### config.mk
export PLATFORM = sky130hd
export DESIGN_NAME = pwm_ramp_ctrl
export DESIGN_NICKNAME = d
export VERILOG_FILES = /design/src/rtl/pwm_pkg.sv /design/src/rtl/pwm_tick_gen.sv /design/src/rtl/pwm_ramp_ctrl.sv
export SDC_FILE = /design/constraint.sdc
export NUM_CORES = 1
export LEC_CHECK = 0
export CAP_MARGIN = 10
export CORE_MARGIN = 2
export CORE_UTILIZATION = 40
export DETAILED_ROUTE_END_ITERATION = 10
export HOLD_SLACK_MARGIN = 0.06
export SYNTH_ARGS = -nofsm -noshare
export SYNTH_HDL_FRONTEND = slang
export SYNTH_SLANG_ARGS = --single-unit
### constraint.sdc
create_clock -name clk -period 6.9 [get_ports clk]
set_clock_uncertainty 0.05 [all_clocks]
set_input_delay 0.69 -clock clk [delete_from_list [all_inputs] [get_ports clk]]
set_output_delay 0.69 -clock clk [all_outputs]
set_load 0.005 [all_outputs]
### src/rtl/pwm_pkg.sv
// Shared types and helpers for the PWM duty ramp controller.
// Latency: none (types, constants and a pure function only).
// Backpressure: not applicable.
package pwm_pkg;

  localparam int DUTY_W = 16;
  localparam int CH_W   = 4;
  localparam int MAX_CH = 1 << CH_W;

  // Layout of both the target-update word and the outgoing duty word.
  typedef struct packed {
    logic [3:0]        rsvd;
    logic [CH_W-1:0]   ch;
    logic [DUTY_W-1:0] duty;
  } pwm_cfg_t;

  typedef enum logic [1:0] {
    ST_IDLE,
    ST_SCAN,
    ST_SEND
  } ramp_state_e;

  // One ramp step from cur toward tgt, clamped so it lands exactly on tgt
  // instead of overshooting; the subtraction order keeps it wrap-free.
  function automatic logic [DUTY_W-1:0] ramp_next(
    input logic [DUTY_W-1:0] cur,
    input logic [DUTY_W-1:0] tgt,
    input logic [DUTY_W-1:0] step
  );
    logic [DUTY_W-1:0] diff;
    if (tgt > cur) begin
      diff      = tgt - cur;
      ramp_next = cur + ((diff < step) ? diff : step);
    end else begin
      diff      = cur - tgt;
      ramp_next = cur - ((diff < step) ? diff : step);
    end
  endfunction

endpackage

### src/rtl/pwm_tick_gen.sv
// Ramp tick generator: free-running 0..TICK_DIV-1 counter, one-cycle tick at the top count.
// Latency: first tick TICK_DIV-1 cycles after reset release, then every TICK_DIV cycles.
// Backpressure: none; ticks are never held, the consumer must latch them.
module pwm_tick_gen #(
  parameter int TICK_DIV = 100
) (
  input  logic clk,
  input  logic rst,
  output logic tick
);

  localparam int CNT_W = (TICK_DIV > 1) ? $clog2(TICK_DIV) : 1;
  localparam logic [CNT_W-1:0] CNT_LAST = CNT_W'(TICK_DIV - 1);

  logic [CNT_W-1:0] cnt_q;
  logic [CNT_W-1:0] cnt_d;

  // Next count: wrap to zero after the last count of the period.
  always_comb begin
    cnt_d = (cnt_q == CNT_LAST) ? '0 : cnt_q + 1'b1;
  end

  // Counter register with synchronous reset.
  always_ff @(posedge clk) begin
    if (rst) begin
      cnt_q <= '0;
    end else begin
      cnt_q <= cnt_d;
    end
  end

  assign tick = (cnt_q == CNT_LAST) & ~rst;

endmodule

### src/rtl/pwm_ramp_ctrl.sv
// Ramp controller: slews each channel's PWM duty toward its requested target, at most STEP per tick.
// Latency: a sweep starts the cycle after a tick; one SCAN cycle per channel, one SEND per changed channel.
// Backpressure: s_axis always ready outside reset; m_axis word held until accepted, ticks meanwhile fold into one pending sweep.
module pwm_ramp_ctrl
  import pwm_pkg::*;
#(
  parameter int NUM_CH   = 16,
  parameter int TICK_DIV = 100,
  parameter int STEP     = 1
) (
  input  logic     clk,
  input  logic     rst,
  input  logic     s_axis_tvalid,
  output logic     s_axis_tready,
  input  pwm_cfg_t s_axis_tdata,
  output logic     m_axis_tvalid,
  input  logic     m_axis_tready,
  output pwm_cfg_t m_axis_tdata,
  output logic     busy
);

  localparam logic [CH_W-1:0]   LAST_CH  = CH_W'(NUM_CH - 1);
  localparam logic [CH_W:0]     NUM_CH_W = (CH_W + 1)'(NUM_CH);
  localparam logic [DUTY_W-1:0] STEP_V   = DUTY_W'(STEP);

  logic tick;

  ramp_state_e       state_q, state_d;
  logic [CH_W-1:0]   idx_q, idx_d;
  logic              pending_q, pending_d;
  logic              m_vld_q, m_vld_d;
  pwm_cfg_t          m_dat_q, m_dat_d;
  logic [DUTY_W-1:0] cur_q [MAX_CH];
  logic [DUTY_W-1:0] cur_d [MAX_CH];
  logic [DUTY_W-1:0] tgt_q [MAX_CH];
  logic [DUTY_W-1:0] tgt_d [MAX_CH];

  logic              wr_ok;
  logic              last_ch;
  logic              busy_any;
  logic [DUTY_W-1:0] cur_sel;
  logic [DUTY_W-1:0] tgt_sel;
  logic [3:0]        unused_rsvd;

  pwm_tick_gen #(
    .TICK_DIV (TICK_DIV)
  ) u_tick_gen (
    .clk  (clk),
    .rst  (rst),
    .tick (tick)
  );

  // Reserved bits of the target word carry no meaning here.
  assign unused_rsvd = s_axis_tdata.rsvd;

  assign s_axis_tready = ~rst;
  assign wr_ok   = s_axis_tvalid & s_axis_tready & ({1'b0, s_axis_tdata.ch} < NUM_CH_W);
  assign last_ch = (idx_q == LAST_CH);
  assign cur_sel = cur_q[idx_q];
  assign tgt_sel = tgt_q[idx_q];

  assign m_axis_tvalid = m_vld_q;
  assign m_axis_tdata  = m_dat_q;

  // Any active channel still away from its target keeps busy high.
  always_comb begin
    busy_any = 1'b0;
    for (int i = 0; i < NUM_CH; i++) begin
      if (cur_q[i] != tgt_q[i]) begin
        busy_any = 1'b1;
      end
    end
  end

  assign busy = busy_any & ~rst;

  // Sweep sequencer: target capture, channel scan, duty word issue and pending-tick folding.
  always_comb begin
    state_d   = state_q;
    idx_d     = idx_q;
    pending_d = pending_q;
    m_vld_d   = m_vld_q;
    m_dat_d   = m_dat_q;
    cur_d     = cur_q;
    tgt_d     = tgt_q;

    // Target writes land in every state; an in-flight word keeps its old value.
    if (wr_ok) begin
      tgt_d[s_axis_tdata.ch] = s_axis_tdata.duty;
    end

    case (state_q)
      ST_IDLE: begin
        // A coincident tick and pending request still start only one sweep.
        if (tick || pending_q) begin
          state_d   = ST_SCAN;
          idx_d     = '0;
          pending_d = 1'b0;
        end
      end

      ST_SCAN: begin
        if (tick) begin
          pending_d = 1'b1;
        end
        if (cur_sel != tgt_sel) begin
          state_d      = ST_SEND;
          m_vld_d      = 1'b1;
          m_dat_d.rsvd = '0;
          m_dat_d.ch   = idx_q;
          m_dat_d.duty = ramp_next(cur_sel, tgt_sel, STEP_V);
        end else if (last_ch) begin
          state_d = ST_IDLE;
        end else begin
          idx_d = idx_q + 1'b1;
        end
      end

      ST_SEND: begin
        if (tick) begin
          pending_d = 1'b1;
        end
        if (m_axis_tready) begin
          cur_d[idx_q] = m_dat_q.duty;
          m_vld_d      = 1'b0;
          if (last_ch) begin
            state_d = ST_IDLE;
          end else begin
            idx_d   = idx_q + 1'b1;
            state_d = ST_SCAN;
          end
        end
      end

      default: begin
        state_d = ST_IDLE;
      end
    endcase
  end

  // State, channel registers and the registered m_axis word, all synchronously reset.
  always_ff @(posedge clk) begin
    if (rst) begin
      state_q   <= ST_IDLE;
      idx_q     <= '0;
      pending_q <= 1'b0;
      m_vld_q   <= 1'b0;
      m_dat_q   <= '0;
      cur_q     <= '{default: '0};
      tgt_q     <= '{default: '0};
    end else begin
      state_q   <= state_d;
      idx_q     <= idx_d;
      pending_q <= pending_d;
      m_vld_q   <= m_vld_d;
      m_dat_q   <= m_dat_d;
      cur_q     <= cur_d;
      tgt_q     <= tgt_d;
    end
  end

endmodule

After elaboration in Yosys (flattened, before gate mapping)
Cells that the tools add are included.
{"block": "totals", "regBits": 547, "input_bits": 28, "elab_cells": 148}
{"block": "op_classes", "n_addsub": 6, "n_lt_le_gt_ge": 7, "eq_ne": 27, "mux": 48, "n_bitwise": 6, "n_reduce_logical": 15}
{"cell": "256-bit bitwise mux", "n": 2}
{"cell": "16-bit inequality test", "n": 17}
{"cell": "16-bit 2-to-1 mux", "n": 9}
{"cell": "16-bit binary-select mux with 4-bit select", "n": 2}
{"cell": "16-bit demux with 4-bit select", "n": 2}
{"cell": "16-bit subtractor", "n": 3}
{"cell": "16-bit by 1-bit < comparator with 1-bit output, second input constant", "n": 2}
{"cell": "1-bit 2-to-1 mux", "n": 21}
{"cell": "16-bit adder", "n": 1}
{"cell": "16-bit greater-than comparator", "n": 1}
{"cell": "4-bit 2-to-1 mux", "n": 4}
{"cell": "4-bit one-hot mux with 3 select lines", "n": 1}
{"cell": "5-bit greater-or-equal comparator, second input constant", "n": 2}
{"cell": "5-bit by 1-bit < comparator with 1-bit output, second input constant", "n": 2}
{"cell": "4-bit inverter with 5-bit output", "n": 2}
{"cell": "3-bit AND reduction", "n": 3}
{"cell": "2-bit 2-to-1 mux", "n": 4}
{"cell": "2-bit inequality test, second input constant", "n": 4}
{"cell": "7-bit by 1-bit adder with 7-bit output, second input constant", "n": 1}
{"cell": "7-bit equality test, second input constant", "n": 1}
{"cell": "2-bit one-hot mux with 3 select lines", "n": 1}
{"cell": "4-bit by 1-bit adder with 4-bit output, second input constant", "n": 1}
{"cell": "4-bit equality test, second input constant", "n": 1}
{"cell": "1-bit one-hot mux with 2 select lines", "n": 2}
{"cell": "other kinds (14)", "n": 20}

Logic depth before layout (Yosys ltp)
Gate-level depths: netlist of run 1.
{"block": "logic_depth", "depth_word": 18, "depth_mapped": 33, "ltp_nobuf": 29}

Cells and area by module
From an unflattened synthesis of run 1, not the netlist that was laid out.
{"block": "hier_totals", "hier_cells": 3499, "area_unflattened_um2": 28780.1}
{"mod": "pwm_ramp_ctrl", "instances": 1, "cells_each": 3468, "area_per_inst_um2": 28486.1}
{"mod": "pwm_tick_gen", "instances": 1, "cells_each": 31, "area_per_inst_um2": 294.0}

Worst setup path after synthesis of run 1
OpenSTA, ideal clock, no wires.
{"block": "synth_path", "path_kind": "register to register", "start": "register idx_q[0]", "end": "register m_dat_q, in the netlist m_axis_tdata[14]", "arrival_ns": 7.151, "path_slack_ns": -0.431, "stages_incl_launch_ff": 31, "period_less_slack_ns": 7.331, "cell_sequence": "dfxtp_1 clkbuf_1 clkbuf_1 buf_1 clkbuf_1 mux4_2 mux4_2 ha_1 fa_1 nand2b_1 a21oi_1 nor3_2 o21ba_2 o21ai_0 and2_1 clkbuf_1 clkbuf_1 mux2i_1 ha_1 inv_1 fa_1 a21o_1 a21oi_1 nor2b_1 o21a_1 o22ai_1 o21ai_0 o41ai_1 o21ai_0 nand2_1 o211ai_1"}
{"block": "synth_via", "elab_chain_cells": 9, "word_cells_on_any_way": 19, "classes_between": "4 x add/sub; 3 x order compare; 1 x eq/ne; 9 x mux; 1 x bitwise; 1 x reduce/logical"}
{"item": "from (decl)", "line_no": "pwm_ramp_ctrl.sv:29", "rtl": "logic [CH_W-1:0] idx_q, idx_d;"}
{"item": "from (signal assigned)", "line_no": "pwm_ramp_ctrl.sv:153", "rtl": "idx_q <= idx_d;"}
{"item": "4-bit inverter with 5-bit output (not written as such) *", "line_no": "pwm_ramp_ctrl.sv:59, pwm_ramp_ctrl.sv:60"}
{"item": "16-bit binary-select mux with 4-bit select (on tied branches)", "line_no": "pwm_ramp_ctrl.sv:59, pwm_ramp_ctrl.sv:60"}
{"item": "16-bit 2-to-1 mux (on tied branches) (2 in series)", "line_no": "pwm_ramp_ctrl.sv:59, pwm_ramp_ctrl.sv:60"}
{"item": "16-bit subtractor (on tied branches)", "line_no": "pwm_pkg.sv:35, pwm_pkg.sv:32"}
{"item": "16-bit by 1-bit < comparator with 1-bit output (on tied branches)", "line_no": "pwm_pkg.sv:36, pwm_pkg.sv:33"}
{"item": "16-bit 2-to-1 mux (on tied branches)", "line_no": "pwm_pkg.sv:36, pwm_pkg.sv:33"}
{"item": "16-bit subtractor or 16-bit adder (tied branches)", "line_no": "pwm_pkg.sv:36, pwm_pkg.sv:33"}
{"item": "16-bit 2-to-1 mux", "line_no": "pwm_pkg.sv:31", "rtl": "if (tgt > cur) begin"}
{"item": "to (signal assigned)", "line_no": "pwm_ramp_ctrl.sv:156", "rtl": "m_dat_q <= m_dat_d;"}
{"item": "to (decl)", "line_no": "pwm_ramp_ctrl.sv:32", "rtl": "pwm_cfg_t m_dat_q, m_dat_d;"}
Mark *: on every way between the ends. The rest lies on a longest branch, timed or not. The select of a mux whose other input is x is not followed.
A chain may end at the register's enable or synchronous reset.

Worst setup path in the final report of run 1
{"block": "layout_path", "start": "register idx_q[0]", "end": "register m_dat_q, in the netlist m_axis_tdata[12]"}
The elaborated chain is that of the path after synthesis.

==> key figures, run 1 <==
Status
  • Status: complete, no violations

Final layout
  • Final Non-Filler Cells: 4449
  • Synth-to-layout area growth: 15.4%
  • Final Util: 46.8%
  • Final nets: 3546
  • Fraction of layout instances using a drive strength above 1: 13.3%

Detailed routing
  • Post-DRT Antenna Nets: 0
  • Total Wirelength: 131000 um
  • Length of routed met2 wiring: 54000 um
  • First-pass DRT Iterations: 6
  • Routed wl met3: 17500 um
  • Via/cell ratio: 6.10
  • Wl on met1: 50900 um
  • WL/cell: 29.5 um
  • Residual DRC: 0
  • Top layer in use: met5
  • Vias: 27100
  • 1st-iter DRT viols: 4603

Floorplanning
  • Die Ht: 271 um
  • # IOs: 55
  • Chip width: 271 um
  • Core Region: 70100 sq um
  • Die Area: 73200 sq um
  • # rows: 97
  • Starting Density: 40.5%

Clocking
  • Max Root-Sink Buffers: 3
  • Register clock-pin slew on the reported worst setup and hold paths: 0.06 ns
  • Number of CTS-inserted buffers: 60
  • CTS tree: done
  • Hold_buf cts: 0
  • Root Driver: clkbuf_16
  • Clk_lat worst skew: 0.66 ns
  • H-tree levels: 2
  • CTS sink count: 547

Logic synthesis
  • Register bit total from synthesis: 547
  • Synthesized cell area: 28400 sq um
  • Syn Inst Count: 3453
  • Synth warn: 0
  • Synth Area in Adders: 2.68%
  • Sequential fraction of the synthesis area: 38.5%
  • Post-synthesis area per instance: 8.23 sq um
  • Area contributors post-synth: dfxtp_1 39%, nand2_1 15%, mux4_2 13%, a21oi_1 9.9%, xor2_1 6.0%
  • Largest family of logic cells by synthesized area: simple AND/OR/NAND/NOR gates
  • Synth top area share: 38.5%
  • Mux cell area share after synthesis: 12.9%
  • Post-synth EDFFs: 0
  • Synth Area in Compound Gates: 13.1%
  • Synth Area in Simple Gates: 20.4%
  • Biggest area consumer among synthesized cells: dfxtp_1
  • Ys flop type: dfxtp_1
  • Synth unique cells: 72
  • Synth Area in XOR/XNOR: 7.67%
  • Post-synth ARST share: 0%

Worst setup path
  • Buf/Inv on CP: 8
  • R2R cell count: 30
  • Critical Path RT: 7.41 ns
  • CP Capture Type: register
  • WS Path Type: register to register
  • Slowest CP cell: mux4_2
  • CP max FO: 16
  • Crit path arrival time: 7.18 ns
  • Crit path depth: 30
  • Crit path largest cell delay: 0.61 ns
  • Crit path max-delay family: compound AO/OA/AOI/OAI gates
  • Startpoint Class: register

Placed design
  • Dpl cells: 4305
  • GPL Wtd Cong: 1.12
  • IO Port Bufs: 46
  • DP Wirelength: 95700 um

STA
  • Post-route clock period utilization: 96.7%
  • F_max: 150 MHz
  • Min cycle time layout: 6.67 ns
  • Setup violators final: 0
  • Worst Max-Slew Pin Slew: 1.28 ns
  • Final Max Tran Viols: 0
  • Max-slew headroom: 14.6%
  • Final Hold Fails: 0
  • Fin Hold WS: 0.389 ns
  • RSZ-0062 raised after global routing: true

Run
  • MaxCap Viol Count: 0

Pwr
  • Peak VDD IR: 0.000188 V
  • Pwr/cell area: 218 nW/um^2
  • Switch share: 24.4%
  • Sw power: 1.74 mW
  • Int Pwr: 5.39 mW
  • P_leak: 12.0 nW
  • Clk pwr share: 48.6%
  • Logic pwr share: 6.6%
  • Reg power frac: 44.8%

Min path
  • Hold Crit Class: register to register
  • Hold Path Depth: 1

GRT
  • Largest net degree at the start of global routing: 191
  • GRT Overall Usage: 34.4%
  • Antenna violations before repair: 10
  • First-pass GRT wire length: 180000 um
  • Vias in the first global route: 23600
  • GRT overflow: 0
## layer usage
metal,vias to the layer above,global-route usage (%)
met5,-,0
met4,6,18.4
met3,353,8.13
met2,1953,49.3
met1,13100,47.9
li1,11800,-
## worst register-to-register path, delay by kind of cell, from the launching register on
kind | cells | cell delay, ns
xor gates and xnor gates | 2 | 0.37
buffers and inverters | 8 | 1.14
muxes | 3 | 1.35
DFF | 1 | 0.38
adders and majority gates | 3 | 1.01
and+or+nand+nor | 6 | 0.75
AOI/OAI and AO/OA | 8 | 1.54
## state kept, by name, summed over array words and instances (netlist names)
signal,cells
m_axis_tdata,20
state_q,2
u_tick_gen.cnt_q,7
idx_q,4
m_axis_tvalid,1
tgt_q,256
pending_q,1
cur_q,256
## cells by family (layout without fill, tap and decap cells)
group / after synthesis / in the layout
other: 2 / 6
AND/OR/NAND/NOR: 1400 / 1400
AO/OA/AOI/OAI: 685 / 685
adder cells (fa/ha/maj): 59 / 59
multiplexers: 166 / 166
flip-flops: 547 / 547
XOR/XNOR: 249 / 249
buffers and inverters: 345 / 397
## cell usage in the layout (no fill, tap or decap), types with 45 or more instances in the layout
master              n
dfxtp_1           543
ha_1               53
nand2_1          1111
nor2_1             66
xnor2_1            55
mux4_2            160
nor4_1             59
xor2_1            194
clkbuf_16          64
a21oi_1           559
inv_1              90
clkdlybuf4s50_1    45
buf_4             126
## cell type report
class | instances | area (sq um)
antenna | 1 | 2.50
clock buffer | 81 | 1710
clock inverter | 30 | 398
fill | 6921 | 37300
inverter | 92 | 345
multi-input combinational | 2564 | 16400
sequential | 547 | 11000
tap | 940 | 1180
timing repair buffer | 194 | 1850
## metrics by stage
stage	instance area [sq um]	total power [mW]	setup TNS, ns	setup slack, ns
final	32800	7.14	0	0.229
after global routing	32800	7.31	-0.0940	-0.0608
after CTS	32400	7.13	0	0.0127
after detailed placement	30200	3.71	0	0.0136
after global placement	30200	3.71	0	0.0261
after floorplan	28500	3.54	0	0.0198
## path summary, 6_finish.rpt
path	startpoint	endpoint	slack (ns)
hold reg to reg	u_tick_gen.cnt_q[0]$_SDFF_PP0_	u_tick_gen.cnt_q[0]$_SDFF_PP0_	0.39
hold / removal	u_tick_gen.cnt_q[0]$_SDFF_PP0_	u_tick_gen.cnt_q[0]$_SDFF_PP0_	0.39
setup reg to reg	idx_q[0]$_SDFFE_PP0P_	m_axis_tdata[12]$_SDFFE_PP0P_	0.23
setup / recovery	idx_q[0]$_SDFFE_PP0P_	m_axis_tdata[12]$_SDFFE_PP0P_	0.23
## timing repair
action | 4_1_cts | 5_1_grt
buffers inserted | 2 | 26
gates resized for setup | 1 | 31
cloned | 1 | 2
pin swaps | 0 | 7
setup endpoints to repair | 2 | 6
## synth_stat cells, drive strengths merged, types with 9 or more instances
cell / n
nand4: 31
and3: 14
ha: 56
inv: 92
xnor2: 55
mux4: 160
o21ai: 21
nor2: 72
a221oi: 11
nand2: 1112
nand2b: 16
clkbuf: 209
dfxtp: 547
nor4: 60
nand3: 30
xor2: 194
a21oi: 564
o22ai: 13
buf: 44
o2bb2ai: 9
nor3: 29
## power groups by stage
stage | clock, mW | sequential, mW | combinational (mW)
floorplan | 0 | 3.25 | 0.290
global placement | 0 | 3.26 | 0.447
detailed placement | 0 | 3.27 | 0.447
CTS | 3.48 | 3.19 | 0.450
global route | 3.61 | 3.20 | 0.502
finish | 3.47 | 3.20 | 0.469
No activity file was read; power rests on OpenSTA's default activity.
==> run 2, diff against run 1 <==
- CTS_CLUSTER_DIAMETER: default -> 100
==> results of run 2 <==
Final layout, timing and power as in run 1 (identical DEF).
